## config.mk

```make
export PLATFORM = sky130hd
export DESIGN_NAME = gfifo_step_batcher
export DESIGN_NICKNAME = d
export VERILOG_FILES = /design/src/rtl/gfifo_step_batcher.sv
export SDC_FILE = /design/constraint.sdc
export NUM_CORES = 1
export LEC_CHECK = 0
export ABC_AREA = 1
export CORE_UTILIZATION = 56
export CTS_CLUSTER_SIZE = 16
export DETAILED_ROUTE_END_ITERATION = 8
export PLACE_DENSITY = 0.8
export SLEW_MARGIN = 25
export SYNTH_ARGS = -nofsm -noshare
export SYNTH_HDL_FRONTEND = slang
export SYNTH_SLANG_ARGS = --single-unit
```

## constraint.sdc

```tcl
create_clock -name clock -period 4.3 [get_ports clock]
set_input_delay 0.43 -clock clock [delete_from_list [all_inputs] [get_ports clock]]
set_output_delay 0.43 -clock clock [all_outputs]
set_load 0.01 [all_outputs]
```

## src/rtl/gfifo_step_batcher.sv

```systemverilog
// rtl/gfifo_step_batcher.sv - batches multi-channel difftest step counts towards the host gfifo
//
// Sums per-cycle step counts from N_CH channels into a saturating accumulator.
// Batches are flushed to the host on a threshold or idle timeout.
// The host is polled for a simulation result at a fixed interval.
// A reported result freezes all further step traffic.
//
// Ports:
//   clock, reset   clock and asynchronous active-low reset
//   step           N_CH packed step counts, channel i at [i*STEP_WIDTH +: STEP_WIDTH]
//   flush_valid    batch presented (held until flush_ready)
//   flush_ready    host accepts the batch
//   flush_step     batched step count, stable while flush_valid
//   fetch_req      result poll request, held until fetch_ack
//   fetch_ack      poll completed, fetch_result valid
//   fetch_result   host completion flag sampled on fetch_ack
//   simv_result    sticky host completion
//   overflow       sticky accumulator saturation
module gfifo_step_batcher #(
  parameter int N_CH            = 1,
  parameter int STEP_WIDTH      = 8,
  parameter int ACC_WIDTH       = 16,
  parameter int BATCH_THRESHOLD = 1,
  parameter int BATCH_TIMEOUT   = 0,
  parameter int FETCH_INTERVAL  = 4999
) (
  input  logic                       clock,
  input  logic                       reset,
  input  logic [N_CH*STEP_WIDTH-1:0] step,
  output logic                       flush_valid,
  input  logic                       flush_ready,
  output logic [ACC_WIDTH-1:0]       flush_step,
  output logic                       fetch_req,
  input  logic                       fetch_ack,
  input  logic                       fetch_result,
  output logic                       simv_result,
  output logic                       overflow
);

  localparam int SUM_W  = STEP_WIDTH + $clog2(N_CH + 1);
  localparam int EXT_W  = ((ACC_WIDTH > SUM_W) ? ACC_WIDTH : SUM_W) + 1;
  localparam int IDLE_W = (BATCH_TIMEOUT > 0) ? $clog2(BATCH_TIMEOUT + 1) : 1;
  localparam int FT_W   = (FETCH_INTERVAL > 0) ? $clog2(FETCH_INTERVAL + 1) : 1;

  typedef enum logic {S_IDLE, S_PRESENT} state_t;

  state_t               r_state;
  logic [ACC_WIDTH-1:0] r_acc;
  logic [ACC_WIDTH-1:0] r_flush_step;
  logic                 r_flush_valid;
  logic [IDLE_W-1:0]    r_idle;
  logic [FT_W-1:0]      r_ftimer;
  logic                 r_fetch_req;
  logic                 r_simv;
  logic                 r_overflow;

  logic [SUM_W-1:0]     w_sum;
  logic [ACC_WIDTH-1:0] w_base;
  logic [EXT_W-1:0]     w_ext;
  logic                 w_sat;
  logic [ACC_WIDTH-1:0] w_acc_next;
  logic                 w_flush_cond;
  logic                 w_stop;
  logic                 w_handshake;
  logic                 w_load;

  // Channel sum; steps are dropped entirely once the host has finished.
  always_comb begin
    w_sum = '0;
    for (int i = 0; i < N_CH; i++) begin
      w_sum = w_sum + SUM_W'(step[i*STEP_WIDTH +: STEP_WIDTH]);
    end
    if (r_simv) begin
      w_sum = '0;
    end
  end

  // Flush decision looks at the registered accumulator only.
  assign w_flush_cond = (r_acc >= ACC_WIDTH'(BATCH_THRESHOLD)) ||
                        ((BATCH_TIMEOUT != 0) && (r_acc != '0) &&
                         (r_idle == IDLE_W'(BATCH_TIMEOUT)));

  // A result arriving this edge must already block a reload on the same edge.
  assign w_stop      = r_simv | (r_fetch_req & fetch_ack & fetch_result);
  assign w_handshake = r_flush_valid & flush_ready;
  assign w_load      = w_flush_cond & ~w_stop &
                       ((r_state == S_IDLE) | w_handshake);

  // On a load the old contents leave as the batch, so saturation only sees the new sum.
  assign w_base     = w_load ? '0 : r_acc;
  assign w_ext      = EXT_W'(w_base) + EXT_W'(w_sum);
  assign w_sat      = |w_ext[EXT_W-1:ACC_WIDTH];
  assign w_acc_next = w_sat ? '1 : w_ext[ACC_WIDTH-1:0];

  always_ff @(posedge clock or negedge reset) begin
    if (!reset) begin
      r_state       <= S_IDLE;
      r_acc         <= '0;
      r_flush_step  <= '0;
      r_flush_valid <= 1'b0;
      r_idle        <= '0;
      r_ftimer      <= '0;
      r_fetch_req   <= 1'b0;
      r_simv        <= 1'b0;
      r_overflow    <= 1'b0;
    end else begin
      // Accumulator and idle timer freeze once the result is in.
      if (!r_simv) begin
        r_acc <= w_acc_next;
        if (w_sat) begin
          r_overflow <= 1'b1;
        end
        if ((r_acc == '0) || w_load) begin
          r_idle <= '0;
        end else if (r_idle != IDLE_W'(BATCH_TIMEOUT)) begin
          r_idle <= r_idle + IDLE_W'(1);
        end
      end

      case (r_state)
        S_IDLE: begin
          if (w_load) begin
            r_flush_step  <= r_acc;
            r_flush_valid <= 1'b1;
            r_state       <= S_PRESENT;
          end
        end
        S_PRESENT: begin
          if (w_handshake) begin
            if (w_load) begin
              r_flush_step <= r_acc;
            end else begin
              r_flush_valid <= 1'b0;
              r_state       <= S_IDLE;
            end
          end
        end
        default: begin
          r_flush_valid <= 1'b0;
          r_state       <= S_IDLE;
        end
      endcase

      // Poll timer runs only while no poll is outstanding.
      if (r_fetch_req) begin
        if (fetch_ack) begin
          r_fetch_req <= 1'b0;
          if (fetch_result) begin
            r_simv <= 1'b1;
          end
        end
      end else if (!r_simv) begin
        if (r_ftimer == FT_W'(FETCH_INTERVAL)) begin
          r_fetch_req <= 1'b1;
          r_ftimer    <= '0;
        end else begin
          r_ftimer <= r_ftimer + FT_W'(1);
        end
      end
    end
  end

  assign flush_valid = r_flush_valid;
  assign flush_step  = r_flush_step;
  assign fetch_req   = r_fetch_req;
  assign simv_result = r_simv;
  assign overflow    = r_overflow;

endmodule

```

# --- Yosys cells after proc, flatten, opt, wreduce, memory -nomap -nowiden ---
# Cells that the tools add are included.
totals:
  output_inout_bits: 20
  input_bits: 13
  memories: 0
  latch_bits: 0
  ram_bits: 0
  ff_bits: 50
  rom_bits: 0
classes:
  eq_ne: 4
  order_cmp: 1
  addsub: 2
  bitwise: 11
  shift: 0
  mux: 18
  multipliers: 0
  reduce_logical: 4
  div_mod_pow: 0
op_table:
  columns: ["cell", "n"]
  rows:
  - ["$mux W16", 4]
  - ["$pmux W16 S2", 1]
  - ["$add A16 B8 Y17", 1]
  - ["$ge A16 B1 Y1 const B", 1]
  - ["$add A13 B1 Y13 const B", 1]
  - ["$eq A13 B13 Y1 const B", 1]
  - ["$mux W13", 1]
  - ["$mux W1", 9]
  - ["$mux W8", 1]
  - ["$reduce_and A3 Y1", 2]
  - ["$and A1 B1 Y1", 5]
  - ["$ne A2 B2 Y1 const B", 2]
  - ["$not A1 Y1", 4]
  - ["$pmux W1 S2", 2]
  - ["$reduce_and A2 Y1", 2]
  - ["$ne A2 B1 Y1 const B", 1]
  - ["$or A1 B1 Y1", 2]

# --- Depth between registers and ports, before layout ---
# Gate-level depths: netlist (run 1).
depth:
  depth_word: 9
  depth_mapped: 21
  ltp_nobuf: 19

# --- Worst setup path after synthesis (run 1) ---
# Ideal clock, no wire load.
synth_timing:
  path_type: "register to register"
  start: "register r_simv (netlist: simv_result)"
  end: "register r_acc[15]"
  path_slack_ns: 1.181
  synth_period_minus_slack_ns: 3.119
  stages_incl_launch_ff: 20
  setup_time_ns: 0.120
  t_arrival_ns: 2.999
  cell_sequence: "dfrtp_1 > buf_6 > a31oi_2 > nand3_4 > buf_2 > clkbuf_1 > nand2_1 > inv_1 > ha_1 > fa_1 > nand3_1 > nand2_1 > a21oi_1 > inv_1 > nand4_1 > inv_2 > nand3_4 > nand2_8 > nor2_2 > nor2_2"
synth_via:
  elab_chain_cells: 7
  word_cells_on_any_way: 8
  cone_classes: "1 x add/sub; 3 x mux; 4 x bitwise"
synth_rtl:
  columns: ["item", "line_no", "rtl"]
  rows:
  - ["start: declaration", "54", "logic r_simv;"]
  - ["start signal: assignment", "104", "r_simv <= 1'b0;"]
  - ["start signal: assignment", "149", "r_simv <= 1'b1;"]
  - ["$or A1 B1 Y1", "84", "assign w_stop = r_simv | (r_fetch_req & fetch_ack & fetch_result);"]
  - ["$not A1 Y1", "86", "assign w_load = w_flush_cond & ~w_stop &"]
  - ["$and A1 B1 Y1 (2 in a row)", "86", null]
  - ["$mux W16", "90", "assign w_base = w_load ? '0 : r_acc;"]
  - ["$add A16 B8 Y17", "91", "assign w_ext = EXT_W'(w_base) + EXT_W'(w_sum);"]
  - ["$mux W16", "93", "assign w_acc_next = w_sat ? '1 : w_ext[ACC_WIDTH-1:0];"]
  - ["end signal: assignment", "109", "r_acc <= w_acc_next;"]
  - ["end: declaration", "48", "logic [ACC_WIDTH-1:0] r_acc;"]
# Parallel ways exist; a longest one is shown, timed or not.
# A chain may end at the register's enable or synchronous reset.

# --- Worst setup path in the final report (run 1) ---
layout_timing:
  start: "input port fetch_result"
  end: "register r_acc[15]"
layout_via:
  elab_chain_cells: 8
layout_rtl:
  columns: ["item", "line_no", "rtl"]
  rows:
  - ["start: declaration", "35", "input logic fetch_result,"]
  - ["$and A1 B1 Y1", "84", null]
  - ["$or A1 B1 Y1", "84", null]
  - ["$not A1 Y1", "86", null]
  - ["$and A1 B1 Y1 (2 in a row)", "86", null]
  - ["$mux W16", "90", null]
  - ["$add A16 B8 Y17", "91", null]
  - ["$mux W16", "93", null]
# Every way passes these cells.

==> results.cfg, run 1 <==
[grt]
grt_use_total = 0.238
antenna_found_initial = 0
grt_pass1_wl_mm = 10.0
grt_max_degree = 51
gr-total-overflow = 0
grt_pass1_vias = 2320

[yosys]
synth_most_common_cell = nand2_1
synth_ff_type = dfrtp_1
yosysTopAreaCell = dfrtp_1
synth_compound_area_frac = 0.0776
synthAdderAreaFrac = 0.0457
yosysSeqAreaShare = 0.431
async_reset_ff_frac = 1.00
ys_seq_elements = 50
synthXorXnorAreaFrac = 0.0332
synth_top_family_by_area = simple AND/OR/NAND/NOR gates
synthSimpleGateAreaFrac = 0.296
synth_nets = 381
syn_area_per_cell_um2 = 8.11
synth_common_cells = 65 x nand2_1, 51 x inv_1, 50 x dfrtp_1
synth_area_um2 = 2900
synth_top_area_frac = 0.431
yosysWarningCount = 0
syn_inst = 358
synth_edf_count = 0
synthTopCellsByArea = dfrtp_1 43%, nand2_1 8.4%, inv_1 6.6%
ys_types = 35
synth_mux_area_frac = 0.0349

[pwr]
pwr-share-comb = 0.473
vdd_drop_max_uv = 388
p_int_w = 0.00124
pwr-share-clk = 0.135
p_sw_w = 0.000861
p_sw_frac = 0.409
power_density_nw_per_um2 = 622
p_leak_nw = 1.62
seq_power_share = 0.392

[timing]
final_hold_viol_count = 0
rsz0062_at_grt = false
fin_ws_ns = 1.18
fmax_mhz = 321
fin_skew_ns = 0.00505
drv_slew = 0
slew-limit-headroom = 0.589
fin_setup_tns_ns = 0
tightest_slew_ns = 0.616
min_period_ns = 3.12
finalCritPeriodShare = 0.724
setup_violations = 0

[outcome]
outcome = completed

[setup_path]
r2r_start = fetch_req
cp_max_fo = 14
critPathCaptureType = register
reg2reg_to = r_acc[15]
rr_worst_depth = 16
rrSetupSlack_ns = 1.26
critPathLaunchType = input pin
critical_path_arrival_ns = 3.31
critPathRequiredTime_ns = 4.50
worstSetupPathType = in -> reg

[final_layout]
fillers = 413
diodes = 0
nNetsFinal = 415
multi_input_area_um2 = 1410
layout-drive-gt1-share = 0.130
register_area_um2 = 1250
area_growth_pct = 16.4

[route]
drt-vias-per-instance = 5.23
drt_first_pass_iters = 4
drcViolationCount = 0
drt_iter0_drc = 113
wirelength_mm = 5.70
drtAntennaViolNets = 0
num_vias = 2407
routedWlPerCell_um = 12.4

[clocking]
root_buffer = clkbuf_8
postCtsSetupRepairBufs = 0
clock_sinks = 50
insertion_delay_ns = 0.30
cts_tree = done
ctsHoldBuffers = 0
cts_made_buffers = 5
clk_pin_slew_worst_paths_ns = 0.09
htreeDepth = 2
cts_resized = 0
cts_buffer_depth = 2

[floorplanning]
die_w_um = 74.0
die_h_um = 74.0
dieArea_um2 = 5480
io_pins = 33
coreArea_um2 = 4850
initial_utilization = 0.599
placementRows = 25

[placement]
pre_cts_ws_ns = 0.865
place_congestion = 0.923
dp_hpwl_mm = 4.11
port_buffers = 32

[job]
maxCapViolCount = 0

[worst_hold_path]
hp-class = in -> async
-- sequential cells by signal, indices dropped and copies added (netlist names) --
register / flops
fetch_req: 1
simv_result: 1
flush_step: 16
overflow: 1
flush_valid: 1
r_ftimer: 13
r_state: 1
r_acc: 16
-- metrics by stage --
stage          cells  cell area [um2]  hold WS [ns]  utilization  power, W
2_1_floorplan    358             2900         0.134            -   0.00148
3_3_place_gp     452             3280         0.452        0.677   0.00180
3_5_place_dp     452             3280         0.457        0.677   0.00182
4_1_cts          460             3380         0.154        0.697   0.00212
5_1_grt          460             3380         0.175        0.697   0.00229
6_report         460             3380         0.124        0.697   0.00210
-- metal layers --
metal | GRT usage | share of wire | up-vias
met5 | 0 | 0 | -
met2 | 0.382 | 0.47 | 50
met3 | 0.0474 | 0.038 | 11
li1 | - | - | 1221
met4 | 0.0748 | 0.013 | 0
met1 | 0.327 | 0.47 | 1125
-- power by group through the flow --
stage,Clock [W],Combinational (W),Sequential [W]
final,0.000284,0.000995,0.000824
after global routing,0.000308,0.00113,0.000849
after CTS,0.000294,0.00100,0.000821
after detailed placement,0,0.000991,0.000829
after global placement,0,0.000975,0.000825
after floorplan,0,0.000660,0.000824
-- placed cells by master (no fill, tap or decap), drive strengths merged --
cell           netlist  routed
a31oi                5       5
a21oi               14      14
nand2               68      68
inv                 53      53
clkinv               1       2
xor2                 6       6
o31ai                1       1
o21bai               1       1
clkbuf               4       6
nor3                10      10
o21ai               16      16
and2                 1       1
nor4                 5       5
xnor2                5       5
fa                   1       1
mux2                 9       9
nand4                6       6
a22oi                3       3
buf                  3       3
nor3b                1       1
dfrtp               50      50
clkinvlp             0       1
nor2                65      65
ha                   9       9
nand3               20      20
nand3b               1       1
clkdlybuf4s50        0      31
-- logic make-up (layout without fill, tap and decap cells) --
kind of cell | Yosys count | in the layout
flip-flops | 50 | 50
adder cells (fa/ha/maj) | 10 | 10
AND/OR/NAND/NOR | 177 | 177
AO/OA/AOI/OAI | 40 | 40
XOR/XNOR | 11 | 11
multiplexers | 9 | 9
buffers and inverters | 61 | 96
-- worst max-delay path, cell delays in order --
cell             delay (ns)
clkdlybuf4s50_1        0.41
a31oi_2                0.30
nand3_4                0.23
nand2_1                0.11
inv_1                  0.04
ha_1                   0.19
fa_1                   0.41
nand3_1                0.13
nand2_1                0.09
a21oi_1                0.22
inv_1                  0.07
nand4_1                0.12
inv_2                  0.09
nand3_4                0.17
nand2_8                0.11
nor2_2                 0.14
nor2_2                 0.03
-- worst max-delay path by stage --
stage                       startpoint        end  slack [ns]  cells after the start
after global routing      fetch_result  r_acc[15]        0.95                     17
after floorplan            simv_result  r_acc[15]        1.18                     19
final                     fetch_result  r_acc[15]        1.18                     17
after CTS                 fetch_result  r_acc[15]        1.20                     17
after detailed placement  fetch_result  r_acc[15]        0.87                     17
after global placement    fetch_result  r_acc[13]        0.95                     17
-- area by class of cell --
class / instances / area share
clock buffer: 6 / 0.0244
clock inverter: 2 / 0.00370
inverter: 54 / 0.0600
multi-input combinational: 247 / 0.418
sequential: 50 / 0.370
tap: 67 / 0.0248
timing repair buffer: 34 / 0.0985
No activity file was read; power rests on OpenSTA's default activity.
==> run 2: changes to the inputs <==
CORE_UTILIZATION = 51   (was 56)
PLACE_DENSITY = 0.76   (was 0.8)
clock period = 2.7 ns   (was 4.3 ns; I/O delays follow)
==> run 2 against run 1 <==
Via count rose by 8.6%. Flip-flop and latch count did not move. Routed wire length rose by 18%. Final cell count grew 9.3%. Clock skew up 0.0024 ns. Setup slack got worse by 1.1 ns. Power increased by 88%. Combinational power increased by 130%. Count of clock-buffer cells in the layout is the same. Register-to-register slack got worse by 1.2 ns. Sequential share of layout area down 4.7 points. Largest power group unchanged. Highest routed layer unchanged.
==> results.cfg, run 2 (same netlist as run 1, synthesis figures left out) <==
[clocking]
clock_sinks = 50
clk_pin_slew_worst_paths_ns = 0.10
cts_tree = done
root_buffer = clkbuf_8
htreeDepth = 2
cts_made_buffers = 5
cts_buffer_depth = 2
insertion_delay_ns = 0.31

[placement]
dp_hpwl_mm = 4.64
dpl_cell_area_um2 = 3560
port_buffers = 32
dp.cells = 485
place_congestion = 0.869

[setup_path]
timing.critical_path.buf_inv = 2
cp-startpoint = r_acc[2]
path_cells = nor2_1 > nand2_1 > nor2_2 > nand2_2 > nand3_4 > nand2_1 > inv_2 > ha_4 > buf_4 > nand2_1 > nand2_1 > a21oi_1 > nand2_1 > nand4_1 > nand2_4 > nand3_1 > nand2_1 > nand2_1 > nor2_4 > nor2_2
path_common_cell = nand2_1
r2r_start = r_acc[2]
critical_path_arrival_ns = 2.85
critPathLaunchType = register
rrSetupSlack_ns = 0.1
crit_family = simple AND/OR/NAND/NOR gates
critPathCaptureType = register
critPathRequiredTime_ns = 2.95
cp_max_fo = 7
worstSetupPathType = reg -> reg
crit_slowest_cell = dfrtp_1
reg2reg_to = r_acc[13]
rr_worst_depth = 20
critical-path-max-stage-delay_ns = 0.44

[pwr]
vdd_drop_max_uv = 517
pwr-share-clk = 0.118
p_sw_frac = 0.404
seq_power_share = 0.315
p_int_w = 0.00236
pwr-share-comb = 0.567
p_leak_nw = 1.82
total_power_w = 0.00396
p_sw_w = 0.00160
power_density_nw_per_um2 = 1020

[route]
drt_iter0_drc = 147
num_vias = 2615
drcViolationCount = 0
routedWlPerCell_um = 13.4
wirelength_mm = 6.72
topRoutingLayerUsed = met4
drt_first_pass_iters = 4
dr_wl_met2_mm = 3.25
drtAntennaViolNets = 0
wl_met3_um = 223
drt-vias-per-instance = 5.20
drt-met1-wl_mm = 3.15

[final_layout]
area_growth_pct = 33.2
fin_util = 0.703
stdcell_count = 503
layout_commonest_cell = nand2_1
nNetsFinal = 453
layout-drive-gt1-share = 0.265
diodes = 0
final_cell_mix = 60 x nand2_1, 50 x dfrtp_1, 48 x inv_1
fillers = 411
final_area_um2 = 3870

[timing]
setup_violations = 0
fin_skew_ns = 0.00746
min_period_ns = 2.60
fmax_mhz = 384
finalCritPeriodShare = 0.963
slew-limit-headroom = 0.594
drv_slew = 0
final_hold_viol_count = 0
rsz0062_at_grt = true
fin_setup_tns_ns = 0
tightest_slew_ns = 0.609

[floorplanning]
die_w_um = 77.5
die_h_um = 77.5
io_pins = 33
dieArea_um2 = 6000
initial_utilization = 0.527
coreArea_um2 = 5510
placementRows = 27

[grt]
antenna_found_initial = 0
grt_pass1_wl_mm = 10.8
grt_max_degree = 28
grt_pass1_vias = 2363
gr-total-overflow = 0
grt_use_total = 0.227

[job]
maxCapViolCount = 0

[worst_hold_path]
hp-class = in -> async

[outcome]
outcome = completed
-- run 2: changes by cell type in the layout (fill, tap and decap cells not counted), sizes merged --
cell / delta
dlygate4sd3: +1
buf: +36
nand3: +1
-- run 2: metrics by stage --
| stage | hold slack (ns) | setup slack [ns] |
|---|---|---|
| after floorplan | -0.0256 | -0.141 |
| after global placement | 0.308 | -0.146 |
| after detailed placement | 0.314 | -0.199 |
| after CTS | 0.495 | 0.00394 |
| after global routing | 0.517 | -0.0904 |
| final | 0.487 | 0.0988 |
-- run 2: power by group through the flow --
stage	clock, W	combinational, W	sequential [W]
2_1_floorplan	0	0.00114	0.00131
3_3_place_gp	0	0.00194	0.00124
3_5_place_dp	0	0.00200	0.00125
4_1_cts	0.000481	0.00201	0.00124
5_1_grt	0.000511	0.00246	0.00128
6_report	0.000466	0.00224	0.00125
-- run 2: area by class of cell --
cell class | count | area [um2] | area share
Clock buffer | 6 | 82.6 | 0.0213
Clock inverter | 2 | 12.5 | 0.00323
Inverter | 54 | 203 | 0.0524
Multi-Input combinational cell | 248 | 1610 | 0.416
Sequential cell | 50 | 1250 | 0.323
Tap cell | 72 | 90.1 | 0.0233
Timing Repair Buffer | 71 | 622 | 0.161
-- run 2: repair_timing --
action	CTS	global route
endpoints found under the setup margin	0	16
endpoints found under the hold margin	26	0
gates resized for setup	0	28
buffers inserted	0	8
hold buffers	1	0
-- run 2: layer usage --
metal | vias up | track usage
met5 | - | 0
met4 | 0 | 0.0660
met3 | 9 | 0.0353
met2 | 59 | 0.382
met1 | 1250 | 0.302
li1 | 1297 | -
-- run 2: worst register-to-register path, cell delays in order, from the launching register on --
cell and delay [ns]:
dfrtp_1 0.44, nor2_1 0.11, nand2_1 0.09, nor2_2 0.13
nand2_2 0.10, nand3_4 0.14, nand2_1 0.08, inv_2 0.07
ha_4 0.20, buf_4 0.14, nand2_1 0.05, nand2_1 0.07
a21oi_1 0.14, nand2_1 0.12, nand4_1 0.16, nand2_4 0.10
nand3_1 0.09, nand2_1 0.05, nand2_1 0.11, nor2_4 0.04
nor2_2 0.10
-- run 2: worst max-delay path by stage --
stage | cells past startpoint | endpoint | slack (ns)
floorplan | 19 | r_acc[15] | -0.14
global placement | 18 | r_acc[13] | -0.15
detailed placement | 18 | r_acc[13] | -0.20
CTS | 18 | r_acc[9] | 0.004
global route | 20 | r_acc[15] | -0.09
finish | 20 | r_acc[13] | 0.1
==> run 3: changes to the inputs <==
CORE_UTILIZATION = 56   (was 51)
PLACE_DENSITY = 0.8   (was 0.76)
clock period = 2.95 ns   (was 2.7 ns; I/O delays follow)
==> run 3 against run 2 <==
The flow now finishes with violations (hold timing). Cell area is 8.7% lower. Setup slack better by 0.10 ns. Routed wire length is 9.8% lower. Sequential share of layout area increased by 3.1 points. Combinational power fell by 28%. Critical path type unchanged. Highest routed layer unchanged.
==> results.cfg, run 3 (same netlist as run 1, synthesis figures left out) <==
[grt]
grt_pass1_vias = 2387
gr-total-overflow = 0
antenna_found_initial = 0
grt_pass1_wl_mm = 10.3
grt_use_total = 0.244
grt_max_degree = 31

[floorplanning]
coreArea_um2 = 4850
die_w_um = 74.0
placementRows = 25
die_h_um = 74.0
dieArea_um2 = 5480
io_pins = 33
initial_utilization = 0.599

[final_layout]
stdcell_count = 475
nNetsFinal = 430
layout_commonest_cell = nand2_1
diodes = 0
layout-drive-gt1-share = 0.172
area_growth_pct = 21.6
final_cell_mix = 64 x nand2_1, 51 x inv_1, 49 x dfrtp_1

[setup_path]
path_cells = nor2_1 > nand2_1 > nor2_2 > nand2_2 > nand3_4 > buf_4 > nand2_1 > inv_1 > ha_1 > a21oi_2 > nand2_1 > a21oi_2 > inv_1 > nand4_1 > inv_2 > nand3_4 > nand2_8 > nor2_2 > nor2_2
timing.critical_path.buf_inv = 4
worstSetupPathType = reg -> reg
cp_max_fo = 9
crit_slowest_cell = dfrtp_1
critPathCaptureType = register
crit_family = simple AND/OR/NAND/NOR gates
critical-path-max-stage-delay_ns = 0.42
critPathRequiredTime_ns = 3.15
critPathLaunchType = register
critical_path_arrival_ns = 2.95

[job]
maxCapViolCount = 0

[placement]
place_congestion = 0.922
port_buffers = 32
dp_hpwl_mm = 4.40
pre_cts_ws_ns = -0.103
dp.cells = 465

[route]
wirelength_mm = 6.07
drt_first_pass_iters = 4
drcViolationCount = 0
drtAntennaViolNets = 0
routedWlPerCell_um = 12.8
drt-vias-per-instance = 5.21
drt_iter0_drc = 183
num_vias = 2476

[clocking]
insertion_delay_ns = 0.30
cts_tree = done
cts_made_buffers = 5
ctsHoldBuffers = 0
htreeDepth = 2
root_buffer = clkbuf_8
clock_sinks = 50
cts_buffer_depth = 2
clk_pin_slew_worst_paths_ns = 0.09

[timing]
setup_violations = 0
drv_slew = 0
slew-limit-headroom = 0.589
fin_skew_ns = 0.00683
min_period_ns = 2.75
fmax_mhz = 364
fin_ws_ns = 0.200
whs_ns = -0.00966
final_hold_viol_count = 16
finalCritPeriodShare = 0.932
tightest_slew_ns = 0.612

[pwr]
power_density_nw_per_um2 = 917
p_leak_nw = 1.71
vdd_drop_max_uv = 539
total_power_w = 0.00324

[outcome]
outcome = finished with violations
violations = hold timing

[worst_hold_path]
hp-class = in -> async
run 3: changes by cell type in the layout (fill, tap and decap cells not counted), sizes merged:
cell,previous run,this run
buf,39,18
clkbuf,6,7
clkinvlp,1,0
nand3,21,20
dlygate4sd3,1,0
run 3: worst paths after layout:
| check | start | endpoint | slack (ns) | cells after the start |
|---|---|---|---|---|
| max reg2reg | r_acc[12] | r_acc[13] | 0.20 | 19 |
| min in group clock | overflow | overflow | 0.49 | 1 |
| max in group asynchronous | reset | fetch_req | 2.21 | 2 |
| min | reset | flush_step[2] | -0.01 | 1 |
| min reg2reg | overflow | overflow | 0.49 | 1 |
| max | r_acc[12] | r_acc[13] | 0.20 | 19 |
run 3: through the flow:
stage / utilization / hold WS, ns / TNS [ns] / area, um2
4_1_cts: 0.724 / 0.00634 / 0 / 3510
5_1_grt: 0.729 / 0.0286 / -0.179 / 3530
2_1_floorplan: - / -0.000591 / 0 / 2920
6_report: 0.729 / -0.00966 / 0 / 3530
3_5_place_dp: 0.702 / 0.333 / -0.995 / 3400
3_3_place_gp: 0.702 / 0.328 / -0.0000902 / 3400
run 3: timing repair:
item / CTS / global route
endpoints found under the hold margin: 0 / 0
buffers inserted: 0 / 2
resized for setup: 0 / 3
setup endpoints to repair: 0 / 17
run 3: area by class of cell:
type                    count  area, um2
multi-input cells         247       1430
fillers                   385       1320
flip-flops and latches     50       1250
repair buffers             49        455
inverters                  54        203
clock buffers               7       96.3
well taps                  67       83.8
clock inverters             1       8.76
run 3: power breakdown:
| group | switching [W] | internal [W] |
|---|---|---|
| sequential | 0.000226 | 0.000952 |
| combinational | 0.000838 | 0.000773 |
| clock | 0.000235 | 0.000215 |
run 3: metal layers:
layer | global-route usage | part of all wire | vias up | wire length, um
met3 | 0.0461 | 0.039 | 4 | 234
met4 | 0.0556 | 0.0059 | 0 | 36
met5 | 0 | 0 | - | 0
li1 | - | - | 1248 | -
met1 | 0.314 | 0.46 | 1166 | 2800
met2 | 0.427 | 0.49 | 58 | 3000
